## config.mk

```make
export PLATFORM = sky130hd
export DESIGN_NAME = alu_seq
export DESIGN_NICKNAME = d
export VERILOG_FILES = /design/src/rtl/alu_seq_pkg.sv /design/src/rtl/alu_seq_mul.sv /design/src/rtl/alu_seq.sv
export SDC_FILE = /design/constraint.sdc
export NUM_CORES = 1
export LEC_CHECK = 0
export ABC_AREA = 1
export BUFFER_PORTS_ARGS = -buffer_cell sky130_fd_sc_hd__buf_2
export CAP_MARGIN = 20
export CORE_ASPECT_RATIO = 1.4
export CORE_MARGIN = 2
export CORE_UTILIZATION = 61
export CTS_CLUSTER_SIZE = 20
export DETAILED_ROUTE_END_ITERATION = 6
export PLACE_DENSITY = 0.9
export SETUP_SLACK_MARGIN = 0.02
export SLEW_MARGIN = 25
export SYNTH_ARGS = -nofsm -noshare
export SYNTH_HDL_FRONTEND = slang
export SYNTH_SLANG_ARGS = --single-unit
```

## constraint.sdc

```tcl
create_clock -name clk_i -period 2.83 [get_ports clk_i]
set_input_delay 0.1415 -clock clk_i [delete_from_list [all_inputs] [get_ports clk_i]]
set_output_delay 0.1415 -clock clk_i [all_outputs]
set_load 0.01 [all_outputs]
```

## src/rtl/alu_seq_pkg.sv

```systemverilog
// Shared definitions for the sequential ALU: control codes understood by the
// ALU and produced by the ALU controller, plus the ALU sequencer state encoding.
package alu_seq_pkg;

    localparam int CTRL_W = 4;

    localparam logic [CTRL_W-1:0] ALU_AND  = 4'b0000;
    localparam logic [CTRL_W-1:0] ALU_OR   = 4'b0001;
    localparam logic [CTRL_W-1:0] ALU_ADD  = 4'b0010;
    localparam logic [CTRL_W-1:0] ALU_SLTU = 4'b0011;
    localparam logic [CTRL_W-1:0] ALU_SLT  = 4'b0100;
    localparam logic [CTRL_W-1:0] ALU_MUL  = 4'b0101;
    localparam logic [CTRL_W-1:0] ALU_SUB  = 4'b0110;
    localparam logic [CTRL_W-1:0] ALU_BEQ  = 4'b0111;
    localparam logic [CTRL_W-1:0] ALU_SRA  = 4'b1000;
    localparam logic [CTRL_W-1:0] ALU_SRAV = 4'b1001;
    localparam logic [CTRL_W-1:0] ALU_BNE  = 4'b1010;
    localparam logic [CTRL_W-1:0] ALU_LUI  = 4'b1011;
    localparam logic [CTRL_W-1:0] ALU_SGT  = 4'b1100;

    typedef enum logic [0:0] {
        ST_IDLE = 1'b0,
        ST_MUL  = 1'b1
    } alu_state_t;

endpackage

```

## src/rtl/alu_seq_mul.sv

```systemverilog
// Iterative shift-add multiplier: one partial product per clock, DATA_W clocks.
// last_o/product_o are combinational so the caller can register the final result.
module alu_seq_mul
    import alu_seq_pkg::*;
#(
    parameter int DATA_W = 32,
    parameter int SH_W   = 5
) (
    input  logic              clk_i,
    input  logic              rst_i,
    input  logic              start_i,
    input  logic [DATA_W-1:0] mcand_i,
    input  logic [DATA_W-1:0] mplier_i,
    output logic              last_o,
    output logic [DATA_W-1:0] product_o
);

    logic [DATA_W-1:0] mcand_r;
    logic [DATA_W-1:0] mplier_r;
    logic [DATA_W-1:0] acc_r;
    logic [SH_W-1:0]   count_r;
    logic              active_r;
    logic [DATA_W-1:0] acc_next_s;
    logic              last_s;

    // Partial-product accumulate for the current iteration.
    always_comb begin
        acc_next_s = acc_r;
        if (mplier_r[0]) begin
            acc_next_s = acc_r + mcand_r;
        end else begin
            acc_next_s = acc_r;
        end
    end

    assign last_s    = active_r && (count_r == {SH_W{1'b1}});
    assign last_o    = last_s;
    assign product_o = acc_next_s;

    // Operand latch and per-iteration shift/count update.
    always_ff @(posedge clk_i or negedge rst_i) begin
        if (!rst_i) begin
            mcand_r  <= {DATA_W{1'b0}};
            mplier_r <= {DATA_W{1'b0}};
            acc_r    <= {DATA_W{1'b0}};
            count_r  <= {SH_W{1'b0}};
            active_r <= 1'b0;
        end else if (start_i) begin
            mcand_r  <= mcand_i;
            mplier_r <= mplier_i;
            acc_r    <= {DATA_W{1'b0}};
            count_r  <= {SH_W{1'b0}};
            active_r <= 1'b1;
        end else if (active_r) begin
            acc_r    <= acc_next_s;
            mcand_r  <= mcand_r << 1;
            mplier_r <= mplier_r >> 1;
            count_r  <= count_r + {{(SH_W-1){1'b0}}, 1'b1};
            active_r <= !last_s;
        end else begin
            active_r <= 1'b0;
        end
    end

endmodule

```

## src/rtl/alu_seq.sv

```systemverilog
// Multi-cycle ALU: single-cycle ops complete one clock after start, multiply
// runs in alu_seq_mul while busy_o holds off new requests.
module alu_seq
    import alu_seq_pkg::*;
#(
    parameter int DATA_W = 32,
    parameter int SH_W   = 5
) (
    input  logic              clk_i,
    input  logic              rst_i,
    input  logic              start_i,
    input  logic [3:0]        ctrl_i,
    input  logic [DATA_W-1:0] src1_i,
    input  logic [DATA_W-1:0] src2_i,
    input  logic [SH_W-1:0]   shamt_i,
    output logic              busy_o,
    output logic              done_o,
    output logic [DATA_W-1:0] result_o,
    output logic              zero_o
);

    alu_state_t        state_r;
    alu_state_t        state_next_s;
    logic              busy_r;
    logic              busy_next_s;
    logic              done_r;
    logic              done_next_s;
    logic [DATA_W-1:0] result_r;
    logic [DATA_W-1:0] result_next_s;
    logic              zero_r;
    logic              zero_next_s;
    logic [DATA_W-1:0] alu_res_s;
    logic              mul_start_s;
    logic              mul_last_s;
    logic [DATA_W-1:0] mul_product_s;

    // bne inverts the sense so that zero_o=1 always means "branch taken".
    function automatic logic branch_flag(input logic [3:0] code, input logic [DATA_W-1:0] res);
        if (code == ALU_BNE) begin
            return (res != {DATA_W{1'b0}});
        end else begin
            return (res == {DATA_W{1'b0}});
        end
    endfunction

    alu_seq_mul #(
        .DATA_W (DATA_W),
        .SH_W   (SH_W)
    ) u_mul (
        .clk_i     (clk_i),
        .rst_i     (rst_i),
        .start_i   (mul_start_s),
        .mcand_i   (src1_i),
        .mplier_i  (src2_i),
        .last_o    (mul_last_s),
        .product_o (mul_product_s)
    );

    // Single-cycle operation results; mul and unused codes produce zero here.
    always_comb begin
        alu_res_s = {DATA_W{1'b0}};
        case (ctrl_i)
            ALU_AND:  alu_res_s = src1_i & src2_i;
            ALU_OR:   alu_res_s = src1_i | src2_i;
            ALU_ADD:  alu_res_s = src1_i + src2_i;
            ALU_SLTU: alu_res_s = {{(DATA_W-1){1'b0}}, (src1_i < src2_i)};
            ALU_SLT:  alu_res_s = {{(DATA_W-1){1'b0}}, ($signed(src1_i) < $signed(src2_i))};
            ALU_SUB,
            ALU_BEQ,
            ALU_BNE:  alu_res_s = src1_i - src2_i;
            ALU_SRA:  alu_res_s = $signed(src2_i) >>> shamt_i;
            ALU_SRAV: alu_res_s = $signed(src2_i) >>> src1_i[SH_W-1:0];
            ALU_LUI:  alu_res_s = {src2_i[DATA_W/2-1:0], {(DATA_W/2){1'b0}}};
            ALU_SGT:  alu_res_s = {{(DATA_W-1){1'b0}}, ($signed(src1_i) > $signed(src2_i))};
            default:  alu_res_s = {DATA_W{1'b0}};
        endcase
    end

    // Sequencer next-state and next-output logic.
    always_comb begin
        state_next_s  = state_r;
        busy_next_s   = busy_r;
        done_next_s   = 1'b0;
        result_next_s = result_r;
        zero_next_s   = zero_r;
        mul_start_s   = 1'b0;
        case (state_r)
            ST_IDLE: begin
                if (start_i) begin
                    if (ctrl_i == ALU_MUL) begin
                        mul_start_s  = 1'b1;
                        state_next_s = ST_MUL;
                        busy_next_s  = 1'b1;
                    end else begin
                        done_next_s   = 1'b1;
                        result_next_s = alu_res_s;
                        zero_next_s   = branch_flag(ctrl_i, alu_res_s);
                    end
                end else begin
                    state_next_s = ST_IDLE;
                end
            end
            ST_MUL: begin
                if (mul_last_s) begin
                    state_next_s  = ST_IDLE;
                    busy_next_s   = 1'b0;
                    done_next_s   = 1'b1;
                    result_next_s = mul_product_s;
                    zero_next_s   = (mul_product_s == {DATA_W{1'b0}});
                end else begin
                    state_next_s = ST_MUL;
                end
            end
            default: begin
                state_next_s = ST_IDLE;
                busy_next_s  = 1'b0;
            end
        endcase
    end

    // State and registered output update; reset aborts any multiply in flight.
    always_ff @(posedge clk_i or negedge rst_i) begin
        if (!rst_i) begin
            state_r  <= ST_IDLE;
            busy_r   <= 1'b0;
            done_r   <= 1'b0;
            result_r <= {DATA_W{1'b0}};
            zero_r   <= 1'b0;
        end else begin
            state_r  <= state_next_s;
            busy_r   <= busy_next_s;
            done_r   <= done_next_s;
            result_r <= result_next_s;
            zero_r   <= zero_next_s;
        end
    end

    assign busy_o   = busy_r;
    assign done_o   = done_r;
    assign result_o = result_r;
    assign zero_o   = zero_r;

endmodule

```

==> flow_summary.rst, run 1 <==
.. list-table::
   :header-rows: 1

   * - Metric
     - Value
   * - Status
     - aborted with a tool error
   * - Stage where the flow stopped
     - global routing
   * - Tool Error
     - [ERROR GRT-0116] Global routing finished with congestion. Check the congestion regions in the DRC Viewer.
   * - Yosys Warn Count
     - 0
   * - Sequential element share of the synthesized area
     - about 22%
   * - Detailed placement HPWL
     - roughly 60000 um
   * - Global route overflow
     - around 90
   * - Root Buffer
     - clkbuf_16
   * - Mapped Nets
     - roughly 2800
   * - Count of buffers from port buffering
     - 110
   * - Buffer depth of the longest clock path
     - 2
   * - Average cell area after synthesis
     - about 6.2 um2
   * - Boundary pin count
     - between 100 and 150
   * - Number of global-route vias before repair
     - approximately 25000
   * - Total global routing track utilization
     - around two thirds
   * - Async set-or-reset flop fraction in the synthesized netlist
     - 100.0%
   * - Largest net degree at the start of global routing
     - 86
   * - Global placement routability congestion
     - 1.312
   * - Vert. Die Dim
     - between 150 and 200 um
   * - TritonCTS buffer count
     - 17
   * - Prevailing post-synth register cell
     - dfrtp_1
   * - EDFF count, synth
     - 0
   * - First-pass GRT wire length
     - ~150000 um
   * - Floorplan row count
     - 69
   * - Gate count of the mapped netlist
     - 2581
   * - Initial core utilization
     - between 60% and 70%
   * - Post-synthesis cell type count
     - between 40 and 50
   * - Chip Width
     - between 100 and 150 um
   * - Deepest level of the CTS H-tree
     - 4
   * - Number of register bits inferred by synthesis
     - about 140
   * - Number of sinks on the clock net
     - around 140
   * - Area of the mapped netlist
     - about 0.016 mm2
-- Yosys cell counts (2+ instances only) --
master,count,area (um2)
a31oi_1,9,56.30
o221ai_1,44,385.4
nand3_1,342,1712
and3_1,2,12.51
xor2_1,16,140.1
a21oi_1,148,740.7
buf_6,5,56.30
a221oi_1,12,105.1
o22ai_1,12,75.07
nand4_1,31,193.9
inv_2,6,22.52
fa_1,3,60.06
o21ai_4,2,32.53
nor2_4,2,22.52
o21a_1,8,60.06
nor3_1,36,180.2
inv_1,277,1040
dfrtp_1,138,3453
nand2_2,4,25.02
o211ai_1,26,195.2
buf_2,18,90.09
nor2_1,246,923.4
nor4_1,4,25.02
o21ai_2,3,26.28
or2_2,8,50.05
nand2_1,722,2710
a21o_1,7,52.55
nand2_4,4,45.04
buf_1,11,41.29
clkbuf_1,72,270.3
a21boi_0,7,52.55
o21ai_0,162,810.8
xnor2_1,6,52.55
nand3b_1,4,30.03
a22o_1,16,140.1
buf_4,4,30.03
o21bai_1,13,97.59
ha_1,141,1764
-- cell families after synthesis --
family / count (synthesis) / synth area share, %
adder cells (fa/ha/maj): 144 / 11.49
AO/OA/AOI/OAI: 471 / 17.93
buffers and inverters: 395 / 9.884
flip-flops: 138 / 21.75
XOR/XNOR: 22 / 1.214
AND/OR/NAND/NOR: 1410 / 37.66
multiplexers: 1 / 0.06306
-- per-stage QoR --
| step | instance area [um2] | utilization, % | worst slack [ns] | std cells | setup TNS (ns) |
|---|---|---|---|---|---|
| floorplan | 15870 | - | 0.2403 | 2581 | 0 |
| global placement | 19730 | 77.48 | -0.7272 | 3344 | -1.310 |
| detailed placement | 19730 | 77.48 | -0.8552 | 3344 | -2.035 |
| CTS | 20480 | 80.43 | -0.003802 | 3377 | -0.003802 |
-- metal layers --
metal | global-route usage, % | GRT overflow
met2 | 87.94 | 61
met3 | 49.69 | 0
met1 | 67.16 | 0
met5 | 13.79 | 0
met4 | 71.87 | 31
-- repair_timing --
action | 4_1_cts
endpoints found under the setup margin | 13
hold buffers | 1
setup buffers | 0
hold endpoints to repair | 82
resized for setup | 47
pin swaps | 5
==> run 2, diff against run 1 <==
CORE_ASPECT_RATIO = not set   (was 1.4)
CORE_UTILIZATION = 40   (was 61)
CTS_CLUSTER_SIZE = not set   (was 20)
PLACE_DENSITY = not set   (was 0.9)
PLACE_DENSITY_LB_ADDON = 0.15   (was not set)
SETUP_SLACK_MARGIN = not set   (was 0.02)
==> flow_summary.rst, run 2 <==
.. list-table::
   :header-rows: 1

   * - Metric
     - Value
   * - Cells traversed along the worst timing path
     - buf_2, inv_1, ha_1, o21bai_1, a21oi_1, nand3_1, nor2_1, o21ai_0, inv_1, nand2_1, nor2_2, nand2_1, nor2_1, nand2_1, nor2_1, nand3_1, nand2_1, nand3_1, a21oi_2
   * - Prevailing post-synth register cell
     - dfrtp_1
   * - WP data required
     - between 3 and 4 ns
   * - Sequential element share of the synthesized area
     - 21.75% (unchanged)
   * - Final Skew
     - around 0.018 ns
   * - Clock insertion delay at the later pin of the skew report
     - approximately 0.50 ns
   * - Final-report setup violation count
     - 1
   * - Vert. Die Dim
     - 203.2 um (+4.3%)
   * - Maximum net fanout on the critical path
     - 6
   * - Power density over cell area
     - about 640 mW/mm2
   * - Core Region
     - around 0.039 mm2
   * - Number of global-route vias before repair
     - around 21000
   * - Fraction of the cycle the final worst path needs
     - 103.1%
   * - Cell repeated most along the worst path
     - nand2_1
   * - Initial core utilization
     - 40.79% (-22 points)
   * - First-pass GRT wire length
     - between 100000 and 150000 um
   * - Detailed-route wire length per cell
     - 23.59 um
   * - Largest net degree at the start of global routing
     - 67
   * - Total power consumption of the routed design
     - between 10 and 15 mW
   * - Cell types occupying the most area after synthesis
     - dfrtp_1, nand2_1, ha_1, nand3_1, inv_1
   * - Area of the mapped netlist
     - 0.01587 mm2 (unchanged)
   * - Most common cell after layout, fill and taps aside
     - nand2_1
   * - Max_slew headroom
     - approximately two fifths
   * - Top-area cell type share of the netlist area
     - 21.75% (unchanged)
   * - Status
     - finished, violations left
   * - Post-synthesis cell type count
     - 48 (unchanged)
   * - Sum of negative setup slack
     - -0.08751 ns
   * - Number of failing hold endpoints at the final stage
     - 0
   * - Kind of start point of the critical path
     - input pin
   * - Share of layout cells above drive strength 1
     - 27.99%
   * - Filler cell count
     - between 3000 and 4000
   * - Via density per instance
     - ~5.6
   * - Number of routed nets with antenna violations
     - 0
   * - Async set-or-reset flop fraction in the synthesized netlist
     - 100.0% (unchanged)
   * - Worst setup path class
     - input pin to flip-flop
   * - Violation count after the first detailed-route iteration
     - roughly 2500
   * - Die Footprint
     - between 0.04 and 0.05 mm2
   * - Chip Width
     - 203.2 um (+45%)
   * - Peak ir drop on the vdd network
     - around 0.5 mV
   * - Fin. max-slew vios
     - 0
   * - Detailed placement HPWL
     - 74030 um (+24%)
   * - Root Buffer
     - clkbuf_16
   * - Category of the worst setup path capture point
     - flip-flop
   * - Remaining design rule violation count
     - 17
   * - EDFF count, synth
     - 0 (unchanged)
   * - Reported leakage power
     - 12.05 nW
   * - Total Wirelength
     - 89570 um
   * - Buffer depth of the longest clock path
     - 2 (unchanged)
   * - Count of buffers from port buffering
     - 110 (unchanged)
   * - Leading cell type by number of instances after synthesis
     - nand2_1
   * - Maximum capacitance violations
     - 0
   * - Yosys Warn Count
     - 0 (unchanged)
   * - Global route overflow
     - 0
   * - Slowest-stage cell, CP
     - ha_1
   * - Critical path data arrival time
     - between 3 and 4 ns
   * - Deepest level of the CTS H-tree
     - 4 (unchanged)
   * - TritonCTS clock tree
     - done
   * - Number of sinks on the clock net
     - 138 (unchanged)
   * - Least setup slack across all paths after layout
     - -0.08751 ns
   * - Gate count of the mapped netlist
     - 2581 (unchanged)
   * - Layout overhead on the synthesized area
     - 43.17%
   * - Library cell with the largest summed area after synthesis
     - dfrtp_1
   * - Total global routing track utilization
     - between 40% and 50%
   * - Most frequent cells in the layout
     - nand2_1, buf_4, nand3_1
   * - Boundary pin count
     - 111 (unchanged)
   * - Average cell area after synthesis
     - 6.150 um2 (unchanged)
   * - Count of TritonRoute iterations in the first routing pass
     - 7
   * - Top cells by instance count after synthesis
     - nand2_1, nand3_1, inv_1
   * - Clock-pin slew on the worst setup and hold paths
     - about 0.070 ns
   * - Violated checks
     - DRC, setup timing
   * - Vias
     - roughly 21000
   * - Global placement routability congestion
     - 1.105 (-16%)
   * - Floorplan row count
     - 72 (+4.3%)
   * - Class of the most critical hold timing path
     - input pin to flip-flop
   * - Mapped Nets
     - 2801 (unchanged)
   * - Slew at the pin closest to its max-slew limit
     - approximately 0.89 ns
   * - Number of register bits inferred by synthesis
     - 138 (unchanged)
   * - RSZ-0062 raised after global routing
     - yes
   * - Maximum operating frequency
     - about 340 MHz
   * - Final min period
     - 2.918 ns
   * - Final nets
     - roughly 3500
   * - Worst stage delay on the critical path
     - just over 0.4 ns
   * - TritonCTS buffer count
     - 17 (unchanged)
   * - Antenna violations before repair
     - 8
## run 2: repair_timing
action                                  in CTS  in global routing
endpoints found under the hold margin       64                  0
endpoints found under the setup margin      11                 22
pin swaps                                   12                 23
gates resized for setup                     26                 79
setup buffers                                1                  2
hold buffers                                 1                  0
## run 2: logic make-up after synthesis
| group | after synthesis | share of synthesized area, % |
|---|---|---|
| XOR/XNOR | 22 | 1.214 |
| AND/OR/NAND/NOR | 1410 | 37.66 |
| multiplexers | 1 | 0.06306 |
| adder cells (fa/ha/maj) | 144 | 11.49 |
| flip-flops | 138 | 21.75 |
| buffers and inverters | 395 | 9.884 |
| AO/OA/AOI/OAI | 471 | 17.93 |
## run 2: worst paths after layout
check	start	end	slack, ns	cells after the start
min in group asynchronous	rst_i	u_mul.acc_r[11]	0.23	2
worst min register to register	result_o[7]	result_o[7]	0.48	2
max in group asynchronous	rst_i	u_mul.mplier_r[3]	1.72	3
worst max-delay path	src1_i[8]	zero_o	-0.09	19
worst max register to register	u_mul.acc_r[14]	zero_o	-0.08	16
worst min-delay path	start_i	u_mul.count_r[3]	0.02	4
## run 2: per-stage QoR
step	hold slack [ns]	worst slack, ns	cells	cell area [um2]	util [%]
after floorplan	-0.1541	0.2403	2581	15870	-
after global placement	0.2039	-0.7355	3755	21690	55.72
after detailed placement	0.2093	-0.6902	3755	21690	55.72
after CTS	0.004800	-0.1217	3789	22380	57.51
after global routing	0.04335	-0.1866	3793	22720	58.38
final	0.02291	-0.08751	3796	22730	58.40
## run 2: final cells by class
| type | count | area (um2) | share of cell area, % |
|---|---|---|---|
| multi-input cells | 2048 | 11260 | 49.55 |
| diodes | 5 | 12.51 | 0.05505 |
| inverters | 284 | 1066 | 4.691 |
| flip-flops and latches | 138 | 3453 | 15.19 |
| repair buffers | 771 | 5688 | 25.03 |
| clock buffers | 17 | 425.4 | 1.872 |
| well taps | 518 | 648.1 | 2.852 |
| clock inverters | 15 | 172.7 | 0.7597 |
## run 2: report_power, final
part	total [mW]	switching, mW	internal, mW
logic	8.90	5.26	3.64
clock network	2.41	1.15	1.26
registers	3.33	0.635	2.69
total	14.6	7.04	7.60
## run 2: critical path, delay by kind of cell
| kind | cells | cell delay, ns |
|---|---|---|
| AND/OR/NAND/NOR | 11 | 1.56 |
| AO/OA/AOI/OAI | 4 | 0.86 |
| adder cells (fa/ha/maj) | 1 | 0.41 |
| buffers and inverters | 3 | 0.37 |
## run 2: routing by layer
metal	share of wire (%)	GRT usage, %	wire (um)
met2	45	69.36	40060
met3	7.8	8.182	6966
met5	0.045	0	40
met4	8.3	31.13	7443
met1	39	51.27	35050
Note: power is estimated with default switching activity, not from simulation.
